`src/rtl/mem_arbiter_if.sv`:
```
// Bundle of both requester handshakes plus the memory-side bus of mem_arbiter.
// slave is the arbiter's view; master is the requester/memory side.
interface mem_arbiter_if #(
    parameter int ADDR_WIDTH = 9
);
    logic                  req0, we0, ack0;
    logic [ADDR_WIDTH-1:0] addr0;
    logic [7:0]            wdata0, rdata0;
    logic                  req1, we1, ack1;
    logic [ADDR_WIDTH-1:0] addr1;
    logic [7:0]            wdata1, rdata1;
    logic [ADDR_WIDTH-1:0] mem_raddr, mem_waddr;
    logic [7:0]            mem_data_in, mem_data_out;
    logic                  mem_write, grant, busy;

    modport slave (
        input  req0, we0, addr0, wdata0, req1, we1, addr1, wdata1, mem_data_out,
        output rdata0, ack0, rdata1, ack1, mem_raddr, mem_waddr, mem_data_in,
               mem_write, grant, busy
    );
    modport master (
        output req0, we0, addr0, wdata0, req1, we1, addr1, wdata1, mem_data_out,
        input  rdata0, ack0, rdata1, ack1, mem_raddr, mem_waddr, mem_data_in,
               mem_write, grant, busy
    );
endinterface

```
`src/rtl/mem_arbiter.sv`:
```
// Round-robin two-port arbiter in front of a fixed-latency byte memory;
// turns the memory's read latency into a per-port req/ack handshake.
module mem_arbiter #(
    parameter int ADDR_WIDTH   = 9,
    parameter int READ_LATENCY = 1
) (
    input  logic           clk,
    input  logic           reset,
    mem_arbiter_if.slave   bus
);
    typedef enum logic [2:0] {IDLE, RD_WAIT, RD_CAP, WR, DONE} state_e;

    state_e                     state_q, state_d;
    logic [1:0]                 cnt_q, cnt_d;
    logic                       grant_q, grant_d, last_q, last_d;
    logic [ADDR_WIDTH-1:0]      raddr_q, raddr_d, waddr_q, waddr_d;
    logic [7:0]                 din_q, din_d;
    logic                       mwr_q, mwr_d;
    logic [1:0]                 ack_q, ack_d;
    logic [1:0][7:0]            rdata_q, rdata_d;

    logic [1:0]                 req, we;
    logic [1:0][ADDR_WIDTH-1:0] addr;
    logic [1:0][7:0]            wdata;
    logic                       pick;

    assign req   = {bus.req1, bus.req0};
    assign we    = {bus.we1, bus.we0};
    assign addr  = {bus.addr1, bus.addr0};
    assign wdata = {bus.wdata1, bus.wdata0};
    // On a tie the port that did not win last time goes first.
    assign pick  = (&req) ? ~last_q : req[1];

    always_ff @(posedge clk or negedge reset) begin
        if (!reset) begin
            state_q <= IDLE;
            cnt_q   <= '0;
            grant_q <= 1'b0;
            last_q  <= 1'b1;
            raddr_q <= '0;
            waddr_q <= '0;
            din_q   <= '0;
            mwr_q   <= 1'b0;
            ack_q   <= '0;
            rdata_q <= '0;
        end else begin
            state_q <= state_d;
            cnt_q   <= cnt_d;
            grant_q <= grant_d;
            last_q  <= last_d;
            raddr_q <= raddr_d;
            waddr_q <= waddr_d;
            din_q   <= din_d;
            mwr_q   <= mwr_d;
            ack_q   <= ack_d;
            rdata_q <= rdata_d;
        end
    end

    always_comb begin
        state_d = state_q;
        cnt_d   = cnt_q;
        case (state_q)
            IDLE: if (|req) begin
                state_d = we[pick] ? WR : RD_WAIT;
                cnt_d   = 2'(READ_LATENCY - 1);
            end
            RD_WAIT: begin
                if (cnt_q == 2'd0) state_d = RD_CAP;
                else               cnt_d   = cnt_q - 2'd1;
            end
            RD_CAP:  state_d = DONE;
            WR:      state_d = DONE;
            DONE:    state_d = IDLE;
            default: state_d = IDLE;
        endcase
    end

    always_comb begin
        grant_d = grant_q;
        last_d  = last_q;
        raddr_d = raddr_q;
        waddr_d = waddr_q;
        din_d   = din_q;
        rdata_d = rdata_q;
        mwr_d   = 1'b0;
        ack_d   = '0;
        case (state_q)
            IDLE: if (|req) begin
                grant_d = pick;
                last_d  = pick;
                if (we[pick]) begin
                    waddr_d = addr[pick];
                    din_d   = wdata[pick];
                end else begin
                    raddr_d = addr[pick];
                end
            end
            RD_CAP: begin
                rdata_d[grant_q] = bus.mem_data_out;
                ack_d[grant_q]   = 1'b1;
            end
            // Address/data were registered in IDLE, so they lead the strobe by a cycle.
            WR: begin
                mwr_d          = 1'b1;
                ack_d[grant_q] = 1'b1;
            end
            default: ;
        endcase
    end

    assign bus.ack0        = ack_q[0];
    assign bus.ack1        = ack_q[1];
    assign bus.rdata0      = rdata_q[0];
    assign bus.rdata1      = rdata_q[1];
    assign bus.mem_raddr   = raddr_q;
    assign bus.mem_waddr   = waddr_q;
    assign bus.mem_data_in = din_q;
    assign bus.mem_write   = mwr_q;
    assign bus.grant       = grant_q;
    assign bus.busy        = (state_q != IDLE);
endmodule

```
`src/flat_wrapper.sv`:
```
// flat-port wrapper written by rule: the top's interface ports become plain ports
module mem_arbiter_flat 
#(
    parameter int ADDR_WIDTH   = 9,
    parameter int READ_LATENCY = 1
)
  (clk, reset, bus_req0, bus_we0, bus_addr0, bus_wdata0, bus_req1, bus_we1, bus_addr1, bus_wdata1, bus_mem_data_out, bus_rdata0, bus_ack0, bus_rdata1, bus_ack1, bus_mem_raddr, bus_mem_waddr, bus_mem_data_in, bus_mem_write, bus_grant, bus_busy);
  mem_arbiter_if #(.ADDR_WIDTH(ADDR_WIDTH)) bus_i ();
  input  logic clk;
  input  logic reset;
  input wire logic [$bits(bus_i.req0)-1:0] bus_req0;
  input wire logic [$bits(bus_i.we0)-1:0] bus_we0;
  input wire logic [$bits(bus_i.addr0)-1:0] bus_addr0;
  input wire logic [$bits(bus_i.wdata0)-1:0] bus_wdata0;
  input wire logic [$bits(bus_i.req1)-1:0] bus_req1;
  input wire logic [$bits(bus_i.we1)-1:0] bus_we1;
  input wire logic [$bits(bus_i.addr1)-1:0] bus_addr1;
  input wire logic [$bits(bus_i.wdata1)-1:0] bus_wdata1;
  input wire logic [$bits(bus_i.mem_data_out)-1:0] bus_mem_data_out;
  output wire logic [$bits(bus_i.rdata0)-1:0] bus_rdata0;
  output wire logic [$bits(bus_i.ack0)-1:0] bus_ack0;
  output wire logic [$bits(bus_i.rdata1)-1:0] bus_rdata1;
  output wire logic [$bits(bus_i.ack1)-1:0] bus_ack1;
  output wire logic [$bits(bus_i.mem_raddr)-1:0] bus_mem_raddr;
  output wire logic [$bits(bus_i.mem_waddr)-1:0] bus_mem_waddr;
  output wire logic [$bits(bus_i.mem_data_in)-1:0] bus_mem_data_in;
  output wire logic [$bits(bus_i.mem_write)-1:0] bus_mem_write;
  output wire logic [$bits(bus_i.grant)-1:0] bus_grant;
  output wire logic [$bits(bus_i.busy)-1:0] bus_busy;
  assign bus_i.req0 = bus_req0;
  assign bus_i.we0 = bus_we0;
  assign bus_i.addr0 = bus_addr0;
  assign bus_i.wdata0 = bus_wdata0;
  assign bus_i.req1 = bus_req1;
  assign bus_i.we1 = bus_we1;
  assign bus_i.addr1 = bus_addr1;
  assign bus_i.wdata1 = bus_wdata1;
  assign bus_i.mem_data_out = bus_mem_data_out;
  assign bus_rdata0 = bus_i.rdata0;
  assign bus_ack0 = bus_i.ack0;
  assign bus_rdata1 = bus_i.rdata1;
  assign bus_ack1 = bus_i.ack1;
  assign bus_mem_raddr = bus_i.mem_raddr;
  assign bus_mem_waddr = bus_i.mem_waddr;
  assign bus_mem_data_in = bus_i.mem_data_in;
  assign bus_mem_write = bus_i.mem_write;
  assign bus_grant = bus_i.grant;
  assign bus_busy = bus_i.busy;
  mem_arbiter #(.ADDR_WIDTH(ADDR_WIDTH), .READ_LATENCY(READ_LATENCY)) u_core (.clk(clk), .reset(reset), .bus(bus_i));
endmodule
```
`config.mk`:
```
export PLATFORM = sky130hd
export DESIGN_NAME = mem_arbiter_flat
export DESIGN_NICKNAME = d
export VERILOG_FILES = /design/src/rtl/mem_arbiter_if.sv /design/src/rtl/mem_arbiter.sv /design/src/flat_wrapper.sv
export SDC_FILE = /design/constraint.sdc
export NUM_CORES = 1
export LEC_CHECK = 0
export CORE_MARGIN = 8
export CORE_UTILIZATION = 47
export CTS_BUF_LIST = sky130_fd_sc_hd__clkbuf_8
export CTS_CLUSTER_DIAMETER = 50
export CTS_CLUSTER_SIZE = 8
export DETAILED_ROUTE_END_ITERATION = 10
export HOLD_SLACK_MARGIN = 0.03
export PLACE_DENSITY = 0.85
export REMOVE_ABC_BUFFERS = 1
export SETUP_SLACK_MARGIN = 0.15
export SLEW_MARGIN = 10
export SYNTH_ARGS = -nofsm -noshare
export SYNTH_HDL_FRONTEND = slang
export SYNTH_SLANG_ARGS = --single-unit
```
`constraint.sdc`:
```
create_clock -name clk -period 2.8 [get_ports clk]
set_input_delay 0.42 -clock clk [delete_from_list [all_inputs] [get_ports clk]]
set_output_delay 0.42 -clock clk [all_outputs]
set_load 0.01 [all_outputs]
```
# ---- After elaboration in Yosys (flattened, before gate mapping)
# Index checks and enable logic that the tools add are counted.
dict set report op_classes {
  n_addsub 1
  magnitude_cmp 3
  n_eq_ne 6
  mux 21
  n_bitwise 2
  reduce_logical 13
}
# cell n
set op_table {}
lappend op_table {{$mux W8} 3}
lappend op_table {{$mux W9} 2}
lappend op_table {{$bwmux W16} 1}
lappend op_table {{$pmux W3 S3} 1}
lappend op_table {{$reduce_and A3 Y1} 3}
lappend op_table {{$demux W8 S1} 1}
lappend op_table {{$mux W2} 4}
lappend op_table {{$eq A3 B2 Y1 const B} 2}
lappend op_table {{$mux W3} 2}
lappend op_table {{$reduce_and A2 Y1} 3}
lappend op_table {{$mux W1} 5}
lappend op_table {{$lt A1 B2 Y1 const B} 2}
lappend op_table {{$ne A2 B1 Y1 const B} 2}
lappend op_table {{$pmux W2 S2} 1}
lappend op_table {{$reduce_or A2 Y1} 2}
lappend op_table {{$eq A3 B1 Y1 const B} 1}
lappend op_table {{$logic_not A3 Y1} 1}
lappend op_table {{$reduce_bool A3 Y1} 1}
lappend op_table {{$logic_not A2 Y1} 1}
lappend op_table {{$ne A2 B2 Y1 const B} 1}
lappend op_table {{$not A1 Y1} 2}
lappend op_table {{$reduce_bool A2 Y1} 1}
lappend op_table {{$sub A2 B1 Y2 const B} 1}
lappend op_table {{$demux W1 S1} 1}
lappend op_table {{other kinds (2)} 2}
dict set report word_totals {
  ff_bits 52
  input_bits 48
  output_inout_bits 47
}

# ---- Depth between registers and ports, before layout
dict set report depth {
  ltp_word 7
  depth_mapped 6
}

# ---- Worst setup path after synthesis
# OpenSTA, ideal clock, no wires.
dict set report synth_path {
  kind {reg2reg}
  start {reg u_core.state_q[0]}
  end {reg u_core.din_q[0], in the netlist u_core.bus.mem_data_in[0]}
  t_arrival_ns 1.622
  required_time_ns 2.675
  setup_slack_ns 1.053
  stages_incl_launch_ff 7
  path_buffers 2
  period_less_slack_ns 1.747
  path_cell_list {dfrtp_1 buf_6 nor3_4 o21ai_0 nor2_4 buf_12 mux2_4}
}
dict set report synth_between {
  elab_chain_len 2
}
# item line_no
set synth_lines {}
lappend synth_lines {{start, declared} mem_arbiter.sv:13} ;# state_e state_q, state_d;
lappend synth_lines {{start signal, assigned} mem_arbiter.sv:47} ;# state_q <= state_d;
lappend synth_lines {{$logic_not A3 Y1} mem_arbiter.sv:88} ;# case (state_q)
lappend synth_lines {{$reduce_and A3 Y1 (no source line)} n/a}
lappend synth_lines {{end signal, assigned} mem_arbiter.sv:53} ;# din_q <= din_d;
lappend synth_lines {{end, declared} mem_arbiter.sv:17} ;# logic [7:0] din_q, din_d;
# Every way passes these cells.
# A chain may end at the register's enable or synchronous reset.

# ---- Final worst setup path
dict set report layout_path {
  start {reg u_core.state_q[2]}
  end {reg u_core.waddr_q[4], in the netlist u_core.bus.mem_waddr[4]}
}
dict set report layout_between {
  elab_chain_len 2
}
# item line_no
set layout_lines {}
lappend layout_lines {{$logic_not A3 Y1} mem_arbiter.sv:88}
lappend layout_lines {{$reduce_and A3 Y1 (no source line)} n/a}
lappend layout_lines {{end signal, assigned} mem_arbiter.sv:52} ;# waddr_q <= waddr_d;
lappend layout_lines {{end, declared} mem_arbiter.sv:16} ;# logic [ADDR_WIDTH-1:0] raddr_q, raddr_d, waddr_q, waddr_d;
# Every way passes these cells.

==> key figures <==
Placement
  – Port Buffers: 94
  – Hpwl dp: 4190 um
  – Placed instance count: 292
  – Gp weighted congestion: 0.787

Floorplan
  – Die Wd: 85.6 um
  – Top Ports: 95
  – Initial Util: 0.486
  – CORE AREA: 4690 um^2
  – Die Area: 7340 um^2
  – Die Ht: 85.6 um
  – FP Rows: 25

Clocking
  – CTS tree: built
  – Post-CTS Hold Fix Bufs: 0
  – Clock Sinks: 52
  – Bufs on Longest Clock Path: 2
  – Post-CTS Resized: 0
  – Post-CTS Setup Bufs: 0
  – Clock latency on the worst-skew pair: 0.30 ns
  – CTS Buf Count: 5
  – H-tree depth: 2
  – Root Buffer Master: clkbuf_8
  – Clock transition at path regs: 0.09 ns

Synthesis
  – EDFF count, synth: 0
  – Synth Flop Type: dfrtp_1
  – Post-synthesis sequential area ratio: 0.571
  – Area leader, netlist: dfrtp_1
  – Synth cell count leaders: dfrtp_1 (51), mux2_2 (49), mux2_4 (10)
  – Most common cell in the netlist: dfrtp_1
  – Synth Cell Area: 2280 um^2
  – Share of the synthesized area in the top cell type: 0.560
  – Yosys warning count: 0
  – Post-synth ARST share: 1.00
  – Top post-synthesis cells by area: dfrtp_1 (56%), mux2_2 (24%), mux2_4 (6.6%), dfstp_2 (1.2%), buf_6 (0.99%)
  – Mapped Cells: 146
  – Yosys reg bits: 52
  – Post-synthesis cell type count: 29
  – Mean Syn Cell Area: 15.6 um^2

Final layout
  – Number of fill cells: 345
  – P&R area growth vs syn: 46.7%
  – Post-route insts no fill: 300
  – N_diodes: 0
  – Net count, final: 294
  – Share of layout cells above drive strength 1: 0.329
  – Final Core Density: 0.713

Timing
  – Final hold violation count: 0
  – Final Skew: 0.00857 ns
  – Final min period: 2.13 ns
  – Slew margin rel.: 0.476
  – RSZ-0062 raised after global routing: false
  – Final Max Slew Viols: 0
  – Slew @ Worst Pin: 0.778 ns
  – Final setup violation count: 0
  – Tcrit/Tclk final: 0.761
  – Setup TNS: 0 ns
  – Highest clock rate: 0.469 GHz

Run status
  – Status: finished clean

Worst setup path
  – CP Launch Type: register
  – Buf/Inv on CP: 0
  – Required time of the critical path: 2.98 ns
  – Family with the most delay on the worst path: simple AND/OR/NAND/NOR gates
  – Crit Path Max Fanout: 17
  – CP Cell Sequence: nor3_4 -> o21ai_0 -> nor2_4 -> mux2_2
  – Critical path class: register to register
  – Data arrival, critical path: 2.31 ns
  – Crit. End Element: register
  – CP peak stage delay: 0.58 ns
  – Slowest CP cell: nor2_4

Routing
  – Detailed Routing Iterations Pass 1: 4
  – Via/cell ratio: 5.18
  – Via count: 1,553
  – Final WL: 5380 um
  – Routed WL per cell: 17.9 um
  – DRC: 0
  – Antenna-violating nets left: 0
  – Starting DRT DRC Count: 32

Power and ir drop
  – Peak VDD IR: 0.475 mV
  – Clk pwr share: 0.124
  – Combinational Power Share: 0.493
  – Int Pwr: 2410 uW
  – Switch share: 0.311
  – Flop pwr share: 0.383
  – Sw Pwr: 1080 uW
  – PwrDens: 1040 nW/um^2
  – Standby leakage power: 0.00140 uW

Flow run
  – Maxcap violations: 0

Hold path
  – Min-delay worst type: input pin to async pin

Global route
  – Total grt overflow: 0
  – Vias in the first global route: 1,676
  – Initial antenna violation count: 0
  – First-pass GRT wire length: 8850 um
  – Gr usage total: 0.152
  – Largest net degree at the start of global routing: 36
power groups by stage:
stage	Sequential [uW]	Clock [uW]	Combinational, uW
floorplan	1490	0	669
detailed placement	1350	0	1750
global route	1390	481	1850
global placement	1340	0	1720
finish	1340	433	1720
CTS	1340	445	1750
cell usage in the layout (no fill, tap or decap), types with 2 or more instances in the layout:
cell type,n
mux2_4,10
clkdlybuf4s50_1,93
nand3_1,2
inv_1,5
clkbuf_8,6
buf_4,2
o21ai_0,3
dfrtp_1,51
nand2_1,2
mux2_2,49
nor2_1,3
sequential cells by signal (all words and copies together), names as in the netlist:
register / count
u_core.ack_q: 2
u_core.bus.grant: 1
u_core.bus.mem_data_in: 8
u_core.bus.mem_raddr: 9
u_core.bus.mem_waddr: 9
u_core.bus.mem_write: 1
u_core.bus.rdata0: 8
u_core.bus.rdata1: 8
u_core.cnt_q: 2
u_core.last_q: 1
u_core.state_q: 3
worst register-to-register path, delay by kind of cell (launching register included):
family | cells | cell delay (ns)
DFF | 1 | 0.43
and+or+nand+nor | 2 | 0.85
muxes | 1 | 0.41
AOI/OAI and AO/OA | 1 | 0.33
worst paths after layout:
check | endpoint | start | depth (start not counted) | slack, ns
worst max-delay path | u_core.bus.mem_waddr[4] | u_core.state_q[2] | 4 | 0.67
worst min-delay path | u_core.bus.mem_data_in[6] | reset | 1 | 0.05
worst max register to register | u_core.bus.mem_waddr[4] | u_core.state_q[2] | 4 | 0.67
worst min register to register | u_core.cnt_q[0] | u_core.cnt_q[0] | 1 | 0.50
max in group asynchronous | u_core.bus.rdata0[0] | reset | 2 | 1.96
min in group clk | u_core.cnt_q[0] | u_core.cnt_q[0] | 1 | 0.50
through the flow:
stage	hold WS [ns]	power [uW]	cell area (um^2)	setup slack (ns)
5_1_grt	0.0617	3720	3340	0.494
3_5_place_dp	0.375	3100	3250	0.441
2_1_floorplan	0.124	2160	2230	0.624
4_1_cts	0.0470	3540	3340	0.664
3_3_place_gp	0.370	3050	3250	0.483
6_report	0.0488	3490	3340	0.669
per-layer routing:
| metal | vias up | GRT usage | part of all wire |
|---|---|---|---|
| met5 | - | 0 | 0 |
| met4 | 0 | 0.0287 | 0.0022 |
| met3 | 4 | 0.0755 | 0.11 |
| met2 | 70 | 0.224 | 0.42 |
| met1 | 763 | 0.196 | 0.47 |
| li1 | 716 | - | - |
cells by family (layout without fill, tap and decap cells):
| family | count (synthesis) | in the layout | synth area share |
|---|---|---|---|
| DFF | 52 | 52 | 0.571 |
| and+or+nand+nor | 17 | 17 | 0.0527 |
| adders and majority gates | 1 | 1 | 0.00549 |
| buffers and inverters | 8 | 108 | 0.0274 |
| muxes | 60 | 60 | 0.318 |
| AOI/OAI and AO/OA | 8 | 8 | 0.0252 |
layout make-up:
class	instances	area [um^2]	area share
inverter	4	15.0	0.00449
clock buffer	6	82.6	0.0247
sequential	52	1300	0.389
tap	54	67.6	0.0202
timing repair buffer	96	951	0.284
clock inverter	2	11.3	0.00337
multi-input combinational	86	915	0.273
Power figures use the tool's default switching activity.
==> variant: new RTL, config.mk and constraints unchanged <==
`ADDR_WIDTH` is set to 9 in 3 places; all go to 10.
--- a/src/rtl/mem_arbiter_if.sv
+++ b/src/rtl/mem_arbiter_if.sv
@@ -1,7 +1,7 @@
 // Bundle of both requester handshakes plus the memory-side bus of mem_arbiter.
 // slave is the arbiter's view; master is the requester/memory side.
 interface mem_arbiter_if #(
-    parameter int ADDR_WIDTH = 9
+    parameter int ADDR_WIDTH = 10
 );
     logic                  req0, we0, ack0;
     logic [ADDR_WIDTH-1:0] addr0;
--- a/src/rtl/mem_arbiter.sv
+++ b/src/rtl/mem_arbiter.sv
@@ -1,7 +1,7 @@
 // Round-robin two-port arbiter in front of a fixed-latency byte memory;
 // turns the memory's read latency into a per-port req/ack handshake.
 module mem_arbiter #(
-    parameter int ADDR_WIDTH   = 9,
+    parameter int ADDR_WIDTH   = 10,
     parameter int READ_LATENCY = 1
 ) (
     input  logic           clk,
--- a/src/flat_wrapper.sv
+++ b/src/flat_wrapper.sv
@@ -1,7 +1,7 @@
 // flat-port wrapper written by rule: the top's interface ports become plain ports
 module mem_arbiter_flat 
 #(
-    parameter int ADDR_WIDTH   = 9,
+    parameter int ADDR_WIDTH   = 10,
     parameter int READ_LATENCY = 1
 )
   (clk, reset, bus_req0, bus_we0, bus_addr0, bus_wdata0, bus_req1, bus_we1, bus_addr1, bus_wdata1, bus_mem_data_out, bus_rdata0, bus_ack0, bus_rdata1, bus_ack1, bus_mem_raddr, bus_mem_waddr, bus_mem_data_in, bus_mem_write, bus_grant, bus_busy);
Interface: changed (resized bus_addr0, bus_addr1, bus_mem_raddr and bus_mem_waddr); port bits go from 95 to 99. The function was not compared with the original's and may differ.
==> variant against the original RTL <==
Critical path depth decreased by 1. Fmax decreased by 2.4%. Count of clock-buffer cells in the layout unchanged. Global-route usage increased by 0.14 points. Wire length decreased by 1.2%. Worst setup slack got worse by 0.052 ns. Design area increased by 3.4%. Sequential cell count increased by 2. Sequential share of layout area increased by 0.17 points. Power increased by 3.5%. Register-to-register slack improved by 0.08 ns. First-iteration DRC count increased by 41%. Synthesized area about the same. Cell count increased by 2.7%. Critical endpoint is now bus_busy. Largest power group unchanged. Highest routed layer unchanged.
==> variant: results <==
set metrics [dict create \
    slowest_delay_ns 0.49 \
    m1WireLength_microns 2400 \
    synth.distinct_cells 30 \
    gp_congestion 0.730 \
    post_route_cells_drive_above_1_share_pct 29.9 \
    post_dp_cell_area_sq_mm 0.00334 \
    synth_common_cells "mux2_2, dfrtp_1, mux2_1" \
    routed_wirelength_microns 5320 \
    grtUsageTotal_pct 15.3 \
    critPathMaxFanout 6 \
    drtIter0Drc 45 \
    instances_no_fill 308 \
    status "finished, final reports clean" \
    grt_max_degree 31 \
    synth_area_per_cell_sq_um 15.6 \
    viasPerCell 5.18 \
    nNetsFinal 304 \
    cp_slowest_cell "clkdlybuf4s50_1" \
    p_leak_uw 0.00144 \
    tightest_slew_ns 0.570 \
    grtUsageMet3_pct 9.07 \
    port_buffers 98 \
    dp_slack_ns 0.379 \
    dp_cells 300 \
    fin_util_pct 73.7 \
    dr_wl_met3_microns 665 \
    netlist_top_cells_area "dfrtp_1, mux2_2, mux2_1" \
]
-- variant: path summary, 6_finish.rpt --
kind	startpoint	end	slack, ns	cells past startpoint
setup reg to reg	u_core.state_q[2]	u_core.bus.mem_waddr[6]	0.75	4
setup / recovery	u_core.state_q[2]	bus_busy	0.62	3
max in group asynchronous	reset	u_core.cnt_q[0]	2.39	2
min in group clk	u_core.bus.mem_data_in[3]	u_core.bus.mem_data_in[3]	0.49	1
hold reg to reg	u_core.bus.mem_data_in[3]	u_core.bus.mem_data_in[3]	0.49	1
hold / removal	reset	u_core.bus.grant	0.1	2
-- variant: area by class of cell --
class | instances | share of cell area (%)
clock inverter | 2 | 0.977
tap | 54 | 1.95
sequential | 54 | 39.1
multi-input combinational | 85 | 25.7
clock buffer | 6 | 2.39
inverter | 3 | 0.326
timing repair buffer | 104 | 29.5
-- variant: where the power goes --
part / internal (uW) / switching [uW] / total [uW]
clock: 288 / 234 / 522
sequential: 1160 / 209 / 1370
combinational: 1070 / 647 / 1720
